$ cat src/rtl/mmm_pkg.sv
// rtl/mmm_pkg.sv - shared core widths and the issue queue entry type
package mmm_pkg;

  // Architectural widths shared across the front end.
  localparam int XLEN = 32;
  localparam int ILEN = 32;
  localparam int HLEN = 8;

  // Default number of issue queue entries.
  localparam int IQ_DEPTH = 8;

  // One buffered instruction with the prediction metadata fetch attached to it.
  typedef struct packed {
    logic [ILEN-1:0] instruction;
    logic [XLEN-1:0] pc;
    logic [HLEN-1:0] index;
    logic [XLEN-1:0] target;
    logic            taken;
  } iq_entry_t;

endpackage

$ cat src/rtl/issue_queue.sv
// rtl/issue_queue.sv - instruction FIFO between fetch and decode with flush
module issue_queue
  import mmm_pkg::*;
#(
  parameter int DEPTH = IQ_DEPTH
) (
  input  logic                     clk_i,
  input  logic                     rst_n_i,
  input  logic                     flush_i,
  input  logic                     issue_valid_i,
  output logic                     issue_ready_o,
  input  logic [ILEN-1:0]          instruction_i,
  input  logic [XLEN-1:0]          pred_pc_i,
  input  logic [HLEN-1:0]          pred_index_i,
  input  logic [XLEN-1:0]          pred_target_i,
  input  logic                     pred_taken_i,
  output logic                     valid_o,
  input  logic                     ready_i,
  output logic [ILEN-1:0]          instruction_o,
  output logic [XLEN-1:0]          pred_pc_o,
  output logic [HLEN-1:0]          pred_index_o,
  output logic [XLEN-1:0]          pred_target_o,
  output logic                     pred_taken_o,
  output logic [$clog2(DEPTH):0]   count_o
);

  localparam int PW = $clog2(DEPTH);
  localparam logic [PW:0] FULL_COUNT = DEPTH[PW:0];

  // Pointers wrap naturally because DEPTH is a power of two.
  logic [PW-1:0] head_q;
  logic [PW-1:0] tail_q;
  logic [PW:0]   count_q;

  iq_entry_t     mem_q [DEPTH];
  iq_entry_t     entry_in;
  iq_entry_t     head_entry;

  logic          push;
  logic          pop;

  // Readiness and validity come only from registered occupancy, so ready_i never
  // reaches issue_ready_o combinationally and pushes are never visible the same cycle.
  assign issue_ready_o = (count_q != FULL_COUNT);
  assign valid_o       = (count_q != '0);
  assign count_o       = count_q;

  assign push = issue_valid_i && issue_ready_o;
  assign pop  = valid_o && ready_i;

  assign entry_in = '{
    instruction: instruction_i,
    pc:          pred_pc_i,
    index:       pred_index_i,
    target:      pred_target_i,
    taken:       pred_taken_i
  };

  assign head_entry    = mem_q[head_q];
  assign instruction_o = head_entry.instruction;
  assign pred_pc_o     = head_entry.pc;
  assign pred_index_o  = head_entry.index;
  assign pred_target_o = head_entry.target;
  assign pred_taken_o  = head_entry.taken;

  // Pointer and occupancy bookkeeping; flush discards everything including this cycle's handshakes.
  always_ff @(posedge clk_i or negedge rst_n_i) begin
    if (!rst_n_i) begin
      head_q  <= '0;
      tail_q  <= '0;
      count_q <= '0;
    end else if (flush_i) begin
      head_q  <= '0;
      tail_q  <= '0;
      count_q <= '0;
    end else begin
      if (push) begin
        tail_q <= tail_q + 1'b1;
      end
      if (pop) begin
        head_q <= head_q + 1'b1;
      end
      unique case ({push, pop})
        2'b10:   count_q <= count_q + 1'b1;
        2'b01:   count_q <= count_q - 1'b1;
        default: count_q <= count_q;
      endcase
    end
  end

  // Entry storage is deliberately not reset; outputs are only meaningful while valid_o is high.
  always_ff @(posedge clk_i) begin
    if (push && !flush_i) begin
      mem_q[tail_q] <= entry_in;
    end
  end

endmodule

$ cat config.mk
export PLATFORM = sky130hd
export DESIGN_NAME = issue_queue
export DESIGN_NICKNAME = d
export VERILOG_FILES = /design/src/rtl/mmm_pkg.sv /design/src/rtl/issue_queue.sv
export SDC_FILE = /design/constraint.sdc
export NUM_CORES = 1
export LEC_CHECK = 0
export CAP_MARGIN = 20
export CORE_ASPECT_RATIO = 0.5
export CORE_MARGIN = 3
export CORE_UTILIZATION = 63
export CTS_CLUSTER_DIAMETER = 80
export DETAILED_ROUTE_END_ITERATION = 10
export DONT_BUFFER_PORTS = 1
export GPL_TIMING_DRIVEN = 0
export HOLD_SLACK_MARGIN = 0.08
export PLACE_DENSITY = 0.89
export SYNTH_ARGS = -nofsm -noshare
export SYNTH_HDL_FRONTEND = slang
export SYNTH_SLANG_ARGS = --single-unit
$ cat constraint.sdc
create_clock -name clk_i -period 10.55 [get_ports clk_i]
set_input_delay 2.11 -clock clk_i [delete_from_list [all_inputs] [get_ports clk_i]]
set_output_delay 2.11 -clock clk_i [all_outputs]
set_load 0.03 [all_outputs]
Yosys cells after proc, flatten, opt, wreduce, memory -nomap -nowiden
Memories as Yosys holds them, arrays and structs flattened.
Cells that the tools add are included.
Widths: inputs -> output; s select.
- memories: 1
- logic and storage cells: 27
- output and inout bits: 111
- RAM bits: 840
- flip-flop bits (word level): 10
- memory list (memory ; depth ; bits a word ; read ports ; clocked after memory_dff ; write ports ; RTL line ; source):
    mem_q ; 8 ; 105 ; 1 ; 0 ; 1 ; issue_queue.sv:35 ; iq_entry_t mem_q [DEPTH];
- reductions and logical operators: 8
- mux-type cells: 8
- equal/unequal tests: 3
- add/sub/neg operators: 4
- operators by type and width (operator ; number):
    $mux 3 ; 4
    $pmux 4 s2 ; 1
    $add 3x1->3 const B ; 2
    $add 4x1->4 const B ; 1
    $mux 4 ; 1
    $ne 4x4->1 const B ; 1
    $reduce_bool 2->1 ; 2
    $reduce_bool 4->1 ; 1
    $sub 4x1->4 const B ; 1
    $logic_and 1x1->1 ; 3
    $reduce_bool 3->1 ; 1
    $eq 2x1->1 const B ; 1
    $eq 2x2->1 const B ; 1
    $mux 1 ; 2
    $logic_not 1->1 ; 1

Depth between registers and ports, before layout
Gate-level depths: netlist of the first run.
- depth in word-level cells: 5
- depth in mapped cells: 9
- gate-level depth less buffers: 8

Least setup slack after synthesis of the first run
Ideal clock, no wire load.
- kind: input -> register
- from: input port issue_valid_i
- to: memory mem_q[0][0] in the netlist's numbering (enable)
- path buffers: 1
- setup slack: -0.103 ns
- stages on the path: 4
- arrival: 9.955 ns
- cells stage by stage: clkbuf_1 > nand2_1 > or3_1 > nor3_1
- cells in the longest elaborated chain, start to end: 4
- RTL lines (what ; RTL line ; source):
    from (decl) ; issue_queue.sv:10 ; input logic issue_valid_i,
    $logic_and 1x1->1 ; issue_queue.sv:48 ; assign push = issue_valid_i && issue_ready_o;
    $logic_and 1x1->1 ; issue_queue.sv:93 ; if (push && !flush_i) begin
    $mux 1 ; issue_queue.sv:93 ;
    $mux 1 (implied by the code) ; issue_queue.sv:94 ; mem_q[tail_q] <= entry_in;
    to (decl) ; issue_queue.sv:35 ;
Every way passes these cells.

Worst setup path after layout of the first run
- from: register head_q[1]
- to: output port pred_pc_o[26]
- cells in the longest elaborated chain, start to end: 1
- RTL lines (what ; RTL line ; source):
    from (decl) ; issue_queue.sv:31 ; logic [PW-1:0] head_q;
    from (signal assigned) ; issue_queue.sv:81 ; head_q <= head_q + 1'b1;
    $mem_v2 8x105 ; - ;
    to (decl) ; issue_queue.sv:20 ; output logic [XLEN-1:0] pred_pc_o,
Every way passes these cells.

==> summary by stage, run 1 <==
Outcome
The flow ran to the end, and the final reports show no timing, DRC or antenna violations.

Setup path
Data on the critical path is required at its endpoint by about 8.4 ns. On the critical path, the stage with the largest delay is an instance of sky130_fd_sc_hd__clkbuf_1. The maximum fanout encountered on the critical timing path is 10. Walking the worst path, the cells encountered are buf_2, clkbuf_1, mux4_2, mux2_2. The worst setup path is captured at an output pin. The critical path class is reg2out.

Data arrives at the worst endpoint at between 3 and 4 ns. The delay of the slowest cell on the worst path is around 0.66 ns. The worst setup path is launched from a flop.

Logic synthesis
By count the netlist is led by sky130_fd_sc_hd__edfxtp_1, sky130_fd_sc_hd__mux4_2, sky130_fd_sc_hd__mux2_2. The most common cell in the synthesized netlist is sky130_fd_sc_hd__edfxtp_1. Synthesis produced a netlist whose cell count is 1297. The synthesized flop and latch total is 850.

The proportion of netlist area held by the largest area contributor is about 78%. The cell type contributing the most total cell area after synthesis is sky130_fd_sc_hd__edfxtp_1. The post-synthesis instance area is between 30000 and 40000 um2.

The number of nets produced by synthesis is about 1.4k. The count of flip-flops with a built-in enable after synthesis is 840. The yosys synthesis warning count is 0. Counting flops with an async set or reset pin after synthesis yields a share of about 1.2%. The sequential cell area fraction in the yosys report is roughly four fifths. The number of different library cells used by synthesis comes to 33. Yosys attributes the largest share of cell area to sky130_fd_sc_hd__edfxtp_1, sky130_fd_sc_hd__mux4_2, sky130_fd_sc_hd__mux2_2. In this run the mean area of a mapped cell was approximately 25 um2.

The leading register cell type out of synthesis is sky130_fd_sc_hd__edfxtp_1.

Detailed routing
The first routing iteration left around 2.3k violations. The total detailed-routing wirelength is roughly 82000 um. The routed wire length per instance is 38.16 um. The first detailed-routing pass took 5 iterations. The total via count in the routed design is 15.62k. Dividing the detail-routed via count by the number of cells gives ~7.3. The number of nets with antenna violations after detailed routing is 0. The number of remaining DRC errors is 0.

Floorplanning
The region available for standard cell placement spans 50510 um2. After floorplanning, the core was divided into 58 placement rows. In this run the count of I/O pins placed on the die edge is 221.

The width of the die is approximately 330 um. Measured along the y axis, the die boundary spans ~170 um. For this configuration, the core starts out at a cell density of between 60% and 70%. The die area is ~54000 um2.

STA
The worst path uses 49.06% of the clock period. The worst clock skew is 0.02081 ns. The max-slew violation total from the final report is 0. Setup repair after global routing left no endpoint under its margin. At the pin with the least slew margin, the transition time is slightly below 1 ns. Setup violations remaining at the end of the flow were counted as 0. The fmax is 0.1932 GHz.

The clock period minus worst slack is just over 5 ns. In this run the tightest slew margin relative to its limit is a little over a third. The total count of hold-check failures in the final report is 0.

Clock network
After clock tree synthesis, the repair step resized 0 gates. Post-CTS timing repair inserted 0 buffers for setup. The H-tree was split into 3 levels. The hold-fix buffer count after cts is 0. Clock tree synthesis selected as its root buffer the cell sky130_fd_sc_hd__clkbuf_16. For this design, the sink count on the clock tree is 850. TritonCTS built the clock tree. The clock transition time at the flip-flop clock pins of the worst setup and hold paths is approximately 0.070 ns. The clock buffer count from CTS is 71. The later pin in the worst-skew pair is clocked with a latency of about 0.60 ns. The maximum count of clock buffers along a single path is 3.

Finish
In the final layout, the share of cells above drive strength 1 is approximately 34%. The area of combinational cells with multiple inputs is between 6000 and 7000 um2. The design area is 36320 um2. The repair_antennas step left the layout with diodes totalling 0. Relative to the synthesized area, the layout overhead comes to 12.18%.

The footprint of the flip-flops and latches is between 20000 and 30000 um2. For this run, the post-layout net count is 1531. The layout has around 2.5k filler cells.

Power
The static leakage is between 10 and 15 nW. IR analysis of the VDD net gives a maximum drop of 0.1527 mV. The power density over the cells is about 230 nW/um2. The total power is ~8.5 mW.

Global route
The leftover overflow at the end of global routing is 0. The number of antenna violations at the first check in global routing is 0. The combined global-route utilization of all metal layers is 30.82%. The first global-routing pass estimated around 120000 um of wire. The via count of the first global-routing pass was approximately 16k. Entering global routing, the biggest net connects 27 pins.

Place
The count of buffers from port buffering is 0. At the end of routability-driven placement, the weighted congestion stood at 0.7304. The total cell area at the placement stage is between 30000 and 40000 um2.

Once detailed placement completed, the half-perimeter wirelength came to between 40000 and 50000 um.

Flow run
The number of max-cap violations is 0.

Min path
The worst hold path belongs to the class reg2reg.
-- cells by family (layout without fill, tap and decap cells) --
| family | count (synthesis) | in the layout | share of synthesized area [%] |
|---|---|---|---|
| flops | 850 | 850 | 78.68 |
| mux | 319 | 319 | 18.45 |
| buf+inv | 66 | 232 | 1.631 |
| simple gates | 41 | 41 | 0.6492 |
| compound gates | 11 | 11 | 0.2744 |
| xor+xnor | 6 | 6 | 0.1623 |
| fa+ha+maj | 4 | 4 | 0.1546 |
-- cell usage in the layout, fill, tap and decap left out, types with 8 or more instances in the layout --
master                      count
sky130_fd_sc_hd__clkbuf_16     73
sky130_fd_sc_hd__buf_12        33
sky130_fd_sc_hd__clkbuf_1      32
sky130_fd_sc_hd__nor2_1         9
sky130_fd_sc_hd__mux4_2       210
sky130_fd_sc_hd__dfrtp_1       10
sky130_fd_sc_hd__mux2_2        99
sky130_fd_sc_hd__buf_6         24
sky130_fd_sc_hd__buf_2          9
sky130_fd_sc_hd__edfxtp_1     840
sky130_fd_sc_hd__buf_16         8
sky130_fd_sc_hd__buf_1         19
sky130_fd_sc_hd__clkinv_1      13
-- registers in the layout, indices dropped and copies added (netlist names) --
register	flops
mem_q	840
count_o	4
head_q	3
tail_q	3
-- worst max-delay path, delay by kind of cell (launching register included) --
family / cells / cell delay [ns]
buf+inv: 2 / 1.12
flops: 1 / 0.50
mux: 2 / 0.84
-- per-stage QoR --
stage                     setup slack, ns  hold slack, ns   TNS, ns  util [%]  std cells
after CTS                           5.394          0.6085         0     71.89       2152
after global placement             -6.797          0.5646  -1726.86     65.82       1987
after detailed placement            5.470          0.5875         0     67.62       2033
final                               5.375          0.6085         0     71.91       2153
after global routing                5.349          0.6510         0     71.91       2153
after floorplan                    0.1765          0.5462         0         -       1297
-- report_power, final --
group | total, mW | switching [mW] | internal [mW]
clock | 2.59 | 1.20 | 1.39
sequential | 3.90 | 0.0631 | 3.83
combinational | 1.99 | 1.15 | 0.841
-- area by class of cell --
type	instances	area share, %
repair buffers	47	2.377
flip-flops and latches	850	70.14
multi-input cells	381	17.72
plain buffers	65	1.443
inverters	1	0.01033
clock inverters	28	0.7165
well taps	690	2.377
clock buffers	91	5.215
-- path summary, 6_finish.rpt --
path	from	to	slack, ns	depth (start not counted)
max reg2reg	count_o[0]$_DFFE_PN0P_	mem_q[1][52]$_DFFE_PP_	6.99	11
max	head_q[1]$_DFFE_PN0P_	pred_pc_o[26]	5.37	4
min in group asynchronous	rst_n_i	head_q[0]$_DFFE_PN0P_	1.20	0
max in group asynchronous	rst_n_i	head_q[1]$_DFFE_PN0P_	9.27	0
min	tail_q[0]$_DFFE_PN0P_	tail_q[0]$_DFFE_PN0P_	0.61	2
min reg2reg	tail_q[0]$_DFFE_PN0P_	tail_q[0]$_DFFE_PN0P_	0.61	2
-- per-layer routing --
metal / track usage, % / up-vias / share of wire (%)
li1: - / 5795 / -
met1: 40.72 / 8196 / 33
met2: 51.75 / 1379 / 52
met3: 6.143 / 251 / 11
met4: 12.06 / 0 / 4.8
met5: 0 / - / 0
No activity file was read; power rests on OpenSTA's default activity.
==> inputs of run 2 (changes only) <==
==> constraint.sdc (replaced) <==
create_clock -name clk_i -period 4.79 [get_ports clk_i]
set_input_delay 0.958 -clock clk_i [delete_from_list [all_inputs] [get_ports clk_i]]
set_output_delay 0.958 -clock clk_i [all_outputs]
set_load 0.03 [all_outputs]
==> run 2 against run 1 <==
Against the previous run: final cell count up 0.19%; flip-flop and latch count unchanged; critical endpoint is now instruction_o[28]; sequential power up 120%; largest power group unchanged.
==> summary by stage, run 2 (synthesis results as in run 1) <==
Finish
The design area is 36410 um2 (+0.25%). The end-of-flow core utilization is 72.09% (+0.18 points). The fraction of layout instances using a drive strength above 1 is 33.33% (-0.30 points). The most common cell after layout, fill and taps aside is sky130_fd_sc_hd__edfxtp_1. The count of filler cells inserted in the layout came to 2420 (-1.3%). The library cells used most frequently in the layout, excluding fill and tap cells, are sky130_fd_sc_hd__edfxtp_1, sky130_fd_sc_hd__mux4_2, sky130_fd_sc_hd__mux2_2. The number of flip-flops under the largest register name is 840 (unchanged).

The antenna cell count is 0 (unchanged). The number of nets in the layout came to 1528 (-0.20%). Compared with the post-synthesis result, the final layout area differs by 12.46%. Ranked by flip-flop count, first place goes to mem_q.

STA
The final count of negative-setup-slack endpoints is 0 (unchanged). Setup repair after global routing left no endpoint under its margin. The normalized max-slew margin is 35.70% (+0.60 points).

The transition time of the tightest slew-check pin is 0.9645 ns (-0.006622 ns). The final cycle utilization of the critical path is between 80% and 90%. The max-slew violation total from the final report is 0 (unchanged). The sum of negative setup slack was 0 ns (unchanged).

The routed design could run at a clock period as short as approximately 4.3 ns. The worst clock skew was 0.03114 ns (+0.01033 ns). Timing would allow up to 0.2335 GHz. The hold slack is 0.4330 ns (-0.1755 ns).

The total count of hold-check failures in the final report is 0 (unchanged).

Setup path
The arrival time of the worst setup path was 3.32 ns (+0.25 ns). The worst setup path is launched from a flop. The delay of the slowest cell on the worst path is 0.77 ns (+0.11 ns). The critical path class is reg2out.

The critical path required time was 3.83 ns (-4.61 ns). The maximum fanout encountered on the critical timing path is 10 (unchanged). The sort of element at the end of the critical path is an output pin. The critical path goes through buf_2, clkbuf_1, mux4_2, mux2_2. The slowest stage of the critical path is the sky130_fd_sc_hd__clkbuf_1 cell.

The slack of the worst reg-to-reg path is 1.00 ns (-5.99 ns).

Clock network
The maximum count of clock buffers along a single path is 3 (unchanged). The count of buffers added by post-CTS timing repair for setup is 0 (unchanged). The clock transition time at the flip-flop clock pins of the worst setup and hold paths is 0.08 ns (about the same). The clock buffer count from CTS is 70 (-1.4%).

The clock sink total is 850 (unchanged). The cell chosen for the clock root is sky130_fd_sc_hd__clkbuf_16. The total number of H-tree levels was 3 (unchanged). The clock tree from TritonCTS is built.

The clock latency on the worst-skew pair is 0.62 ns (+0.02 ns).

Place
The total cell area at the placement stage came to 34330 um2 (+0.50%). The placer congestion estimate came to 0.7767 (+6.3%). The count of buffers from port buffering was 0 (unchanged).

The post-detailed-placement half-perimeter wirelength was 44750 um (-2.9%).

Detailed routing
The number of remaining DRC errors is 0 (unchanged). The number of nets with antenna violations after detailed routing is 0 (unchanged). The number of violations reported at the end of detailed-routing iteration 0 came to 2786 (+21%). The ratio of routed vias to standard cells came to 7.290 (+0.48%). The total detailed-routing wirelength is 82780 um (+0.75%). The total via count in the routed design is 15.73k (+0.67%).

The detailed-router iteration count before antenna repair was 6 (+1). The routed wire length per instance is 38.38 um (+0.56%).

Flow run
The number of max-cap violations is 0 (unchanged).

Global route
The via count of the first global-routing pass came to 15.85k (-0.84%). The number of antenna violations at the first check in global routing is 0 (unchanged). The leftover overflow at the end of global routing is 0 (unchanged).

The wire length of the first global-routing pass came to 120400 um (+0.84%). The maximum number of pins on one net before global-route repair is 27 (unchanged). The combined global-route utilization of all metal layers is 31.16% (+0.33 points).

Floorplanning
The I/O pin count came to 221 (unchanged). The chip height is 166.3 um (unchanged). The width of the die was 326.6 um (unchanged). The effective utilization at floorplan is 64.11% (unchanged).

The number of rows in the core area was 58 (unchanged). The placeable core region is 50510 um2 (unchanged). The die area came to 54320 um2 (unchanged).

Power
The static leakage came to 11.08 nW (about the same). The maximum VDD drop was 0.2880 mV (+89%). The power density over the cells is 508.7 nW/um2 (+120%).

Outcome
The flow ran to the end, and the final reports show no timing, DRC or antenna violations.

Min path
The worst min-delay path class is in2reg.
[run 2: cell types whose count changed in the layout (fill, tap and decap cells not counted), moves of 2 or more]
| cell | delta |
|---|---|
| sky130_fd_sc_hd__clkinv_2 | +2 |
| sky130_fd_sc_hd__buf_16 | +12 |
| sky130_fd_sc_hd__bufinv_16 | -4 |
| sky130_fd_sc_hd__buf_6 | -12 |
| sky130_fd_sc_hd__clkbuf_1 | +6 |
| sky130_fd_sc_hd__inv_6 | +3 |
[run 2: power by group]
| group | leakage, nW | switching, mW | internal [mW] |
|---|---|---|---|
| clock network | 1.01 | 2.67 | 2.85 |
| logic | 2.35 | 2.55 | 1.86 |
| registers | 7.72 | 0.151 | 8.45 |
| total | 11.1 | 5.37 | 13.2 |
[run 2: critical path: cells and delay by family (launching register included)]
kind / cells / cell delay, ns
buffers and inverters: 2 / 1.25
flip-flops: 1 / 0.57
multiplexers: 2 / 0.87
[run 2: worst paths after layout]
kind / startpoint / end / depth (start not counted)
min: instruction_i[30] / mem_q[4][103]$_DFFE_PP_ / 0
max: head_q[1]$_DFFE_PN0P_ / instruction_o[28] / 4
min reg2reg: tail_q[0]$_DFFE_PN0P_ / tail_q[0]$_DFFE_PN0P_ / 2
max in group asynchronous: rst_n_i / count_o[0]$_DFFE_PN0P_ / 1
max reg2reg: count_o[0]$_DFFE_PN0P_ / mem_q[4][49]$_DFFE_PP_ / 10
min in group asynchronous: rst_n_i / tail_q[0]$_DFFE_PN0P_ / 1
[run 2: area by class of cell]
cell class	instances	area (um2)	share of cell area (%)
Clock buffer	96	1892	5.196
Clock inverter	29	185.2	0.5086
Tap cell	690	863.3	2.371
Inverter	1	3.754	0.01031
Multi-Input combinational cell	381	6444	17.70
Buffer	65	524.3	1.440
Timing Repair Buffer	45	1026	2.818
Sequential cell	850	25470	69.96
[run 2: layer usage]
metal	up-vias	track usage, %	share of wire, %
met5	-	0	0
met4	0	12.16	4.6
met3	242	5.988	9.9
met2	1416	53.82	53
met1	8285	39.86	33
li1	5782	-	-
[run 2: repair_timing]
item	CTS	global route
hold endpoints to repair	10	0
hold buffers	1	0
gates resized for setup	0	0
[run 2: per-stage QoR]
| step | power (mW) | instances | setup WS (ns) |
|---|---|---|---|
| 6_report | 18.52 | 2157 | 0.5083 |
| 4_1_cts | 18.55 | 2157 | 0.7156 |
| 2_1_floorplan | 12.09 | 1297 | -1.615 |
| 5_1_grt | 18.99 | 2157 | 0.5713 |
| 3_3_place_gp | 12.78 | 1987 | -5.967 |
| 3_5_place_dp | 13.02 | 2031 | 0.9833 |
==> inputs of run 3 (changes only) <==
--- a/config.mk
+++ b/config.mk
@@ -8,13 +8,13 @@
 export CAP_MARGIN = 20
 export CORE_ASPECT_RATIO = 0.5
 export CORE_MARGIN = 3
-export CORE_UTILIZATION = 63
+export CORE_UTILIZATION = 60
 export CTS_CLUSTER_DIAMETER = 80
 export DETAILED_ROUTE_END_ITERATION = 10
 export DONT_BUFFER_PORTS = 1
 export GPL_TIMING_DRIVEN = 0
 export HOLD_SLACK_MARGIN = 0.08
-export PLACE_DENSITY = 0.89
+export PLACE_DENSITY = 0.86
 export SYNTH_ARGS = -nofsm -noshare
 export SYNTH_HDL_FRONTEND = slang
 export SYNTH_SLANG_ARGS = --single-unit
==> run 3 against run 2 <==
Against the previous run: total power increased by 0.77%; setup slack better by 0.27 ns; clock power up 4.4%; combinational power fell by 2%; critical endpoint is now instruction_o[21]; highest routed layer unchanged.
==> summary by stage, run 3 (synthesis results as in run 1) <==
Outcome
The run finished with clean final reports.

Floorplanning
The chip height is 170.3 um (+2.4%). The placeable core region is 52630 um2 (+4.2%). The die area is 56960 um2 (+4.9%). The width of the die is 334.5 um (+2.4%). The number of rows in the core area is 59 (+1.7%). The I/O pin count is 221 (unchanged). The effective utilization at floorplan is 61.52% (-2.6 points).

Min path
The worst hold path belongs to the class in2reg. For hold timing, the worst endpoint is mem_q[2][96]$_DFFE_PP_. The worst hold path begins at instruction_i[23]. The cell count of the worst hold path is 0 (unchanged).

Finish
The number of nets in the layout was 1525 (-0.20%). The antenna cell count is 0 (unchanged). The area growth from synthesis to layout was 12.57% (about the same). In the layout the commonest cells are sky130_fd_sc_hd__edfxtp_1, sky130_fd_sc_hd__mux4_2, sky130_fd_sc_hd__mux2_2. The design area was 36450 um2 (about the same). The number of flip-flops under the largest register name is 840 (unchanged).

The most common cell after layout, fill and taps aside is sky130_fd_sc_hd__edfxtp_1. The top register by number of flip-flops is mem_q. The fraction of layout instances using a drive strength above 1 came to 33.72% (+0.39 points).

Setup path
The arrival time of the worst setup path is 3.06 ns (-0.26 ns). The worst reg2reg path depth is 9 (-1). The critical path required time is 3.83 ns (about the same). The slack of the worst reg-to-reg path came to 0.90 ns (-0.10 ns). The reg-to-reg critical path startpoint is count_o[0]$_DFFE_PN0P_.

The worst setup path is captured at an output pin. The capture point of the worst reg-to-reg path is mem_q[4][47]$_DFFE_PP_. The worst setup path is of the reg2out kind. The sort of element at the start of the critical path is a flop. The maximum fanout encountered on the critical timing path is 10 (unchanged).

Power
The power density over the cells is 512.1 nW/um2 (+0.67%). The maximum VDD drop is 0.2899 mV (+0.66%). The total power is 18.67 mW (+0.77%). The static leakage is 11.11 nW (+0.31%).

Global route
The number of antenna violations at the first check in global routing is 0 (unchanged). The combined global-route utilization of all metal layers is 27.88% (-3.3 points). The leftover overflow at the end of global routing is 0 (unchanged). The via count of the first global-routing pass came to 15.58k (-1.7%). The maximum number of pins on one net before global-route repair is 26 (-3.7%).

The wire length of the first global-routing pass is 112500 um (-6.6%).

STA
The normalized max-slew margin is 30.72% (-5.0 points). Setup repair after global routing left no endpoint under its margin. The max-slew violation total from the final report is 0 (unchanged).

The fmax is 0.2490 GHz (+6.6%). The worst clock skew is 0.02853 ns (-0.002616 ns). The hold slack is 0.4507 ns (+0.01771 ns). The transition time of the tightest slew-check pin came to 1.037 ns (+0.07217 ns). The final cycle utilization of the critical path came to 83.84% (-5.5 points). The final count of negative-setup-slack endpoints is 0 (unchanged).

The clock period minus worst slack is 4.016 ns (-0.2657 ns). The post-route worst setup slack is 0.7740 ns (+0.2657 ns). The total count of hold-check failures in the final report was 0 (unchanged).

Clock network
The hold-fix buffer count after cts is 1 (unchanged). The clock latency on the worst-skew pair came to 0.60 ns (-0.02 ns). The maximum count of clock buffers along a single path is 3 (unchanged). The clock sink total is 850 (unchanged). CTS placed an instance of sky130_fd_sc_hd__clkbuf_16 at the clock tree root. The post-CTS resize count is 0 (unchanged). The clock transition time at the flip-flop clock pins of the worst setup and hold paths is 0.07 ns (about the same).

The clock buffer count from CTS is 71 (+1.4%). The clock tree from TritonCTS is built. The count of buffers added by post-CTS timing repair for setup is 0 (unchanged). The total number of H-tree levels is 3 (unchanged).

Place
The count of buffers from port buffering is 0 (unchanged). The post-detailed-placement half-perimeter wirelength is 43490 um (-2.8%). The placer congestion estimate is 0.7925 (+2.0%). The setup slack at placement is 0.8654 ns (-0.1179 ns). The total cell area at the placement stage is 34220 um2 (-0.30%).

Detailed routing
The detailed-router iteration count before antenna repair is 5 (-1). The routed wire length per instance is 36.08 um (-6.0%). The total detailed-routing wirelength was 77930 um (-5.9%).

The number of remaining DRC errors is 0 (unchanged). The total via count in the routed design is 15.04k (-4.3%). The number of nets with antenna violations after detailed routing was 0 (unchanged). The ratio of routed vias to standard cells is 6.965 (-4.5%). The number of violations reported at the end of detailed-routing iteration 0 was 2544 (-8.7%).

Flow run
The number of max-cap violations came to 0 (unchanged).
==> run 3: cell types whose count changed in the layout (fill, tap and decap cells not counted), moves of 2 or more <==
cell | previous run | this run
sky130_fd_sc_hd__inv_6 | 3 | 0
sky130_fd_sc_hd__buf_16 | 20 | 15
sky130_fd_sc_hd__clkinv_2 | 8 | 13
sky130_fd_sc_hd__bufinv_16 | 1 | 7
sky130_fd_sc_hd__clkinv_1 | 13 | 15
sky130_fd_sc_hd__clkbuf_1 | 38 | 25
==> run 3: where the power goes <==
group / switching [mW] / total [mW] / leakage (nW) / internal [mW]
combinational: 2.49 / 4.34 / 2.30 / 1.85
sequential: 0.135 / 8.58 / 7.72 / 8.45
clock: 2.58 / 5.75 / 1.09 / 3.16
==> run 3: worst max path at each step <==
stage | from | end | slack, ns | depth (start not counted)
after floorplan | issue_valid_i | mem_q[7][0]$_DFFE_PP_ | -1.62 | 3
after global placement | issue_valid_i | mem_q[7][47]$_DFFE_PP_ | -6.03 | 3
after detailed placement | issue_valid_i | mem_q[4][47]$_DFFE_PP_ | 0.87 | 7
after CTS | head_q[1]$_DFFE_PN0P_ | instruction_o[21] | 0.77 | 4
after global routing | head_q[1]$_DFFE_PN0P_ | instruction_o[21] | 0.75 | 4
final | head_q[1]$_DFFE_PN0P_ | instruction_o[21] | 0.77 | 4
==> run 3: worst max-delay path, stage by stage (launching register included) <==
cell and delay, ns:
sky130_fd_sc_hd__dfrtp_1 0.49, sky130_fd_sc_hd__buf_2 0.45, sky130_fd_sc_hd__buf_1 0.68, sky130_fd_sc_hd__mux4_2 0.44
sky130_fd_sc_hd__mux2_2 0.40
==> run 3: routing by layer <==
layer | routed length (um) | global-route usage [%] | up-vias
met3 | 6471 | 4.666 | 193
li1 | - | - | 5784
met2 | 41790 | 48.82 | 1084
met5 | 0 | 0 | -
met1 | 26590 | 35.61 | 7983
met4 | 3084 | 11.18 | 0
==> run 3: final cells by class <==
type,instances,area [um2]
Clock inverter,37,347.8
Timing Repair Buffer,41,908.4
Clock buffer,84,1868
Fill cell,2700,16190
Multi-Input combinational cell,381,6444
Buffer,65,524.3
Tap cell,701,877.1
Sequential cell,850,25470
Inverter,1,3.754
==> run 3: stage by stage <==
step / setup TNS [ns] / util [%] / instances
after floorplan: -838.45 / - / 1297
after global placement: -3900.37 / 63.22 / 1998
after detailed placement: 0 / 65.02 / 2038
after CTS: 0 / 69.25 / 2160
after global routing: 0 / 69.25 / 2160
final: 0 / 69.25 / 2160
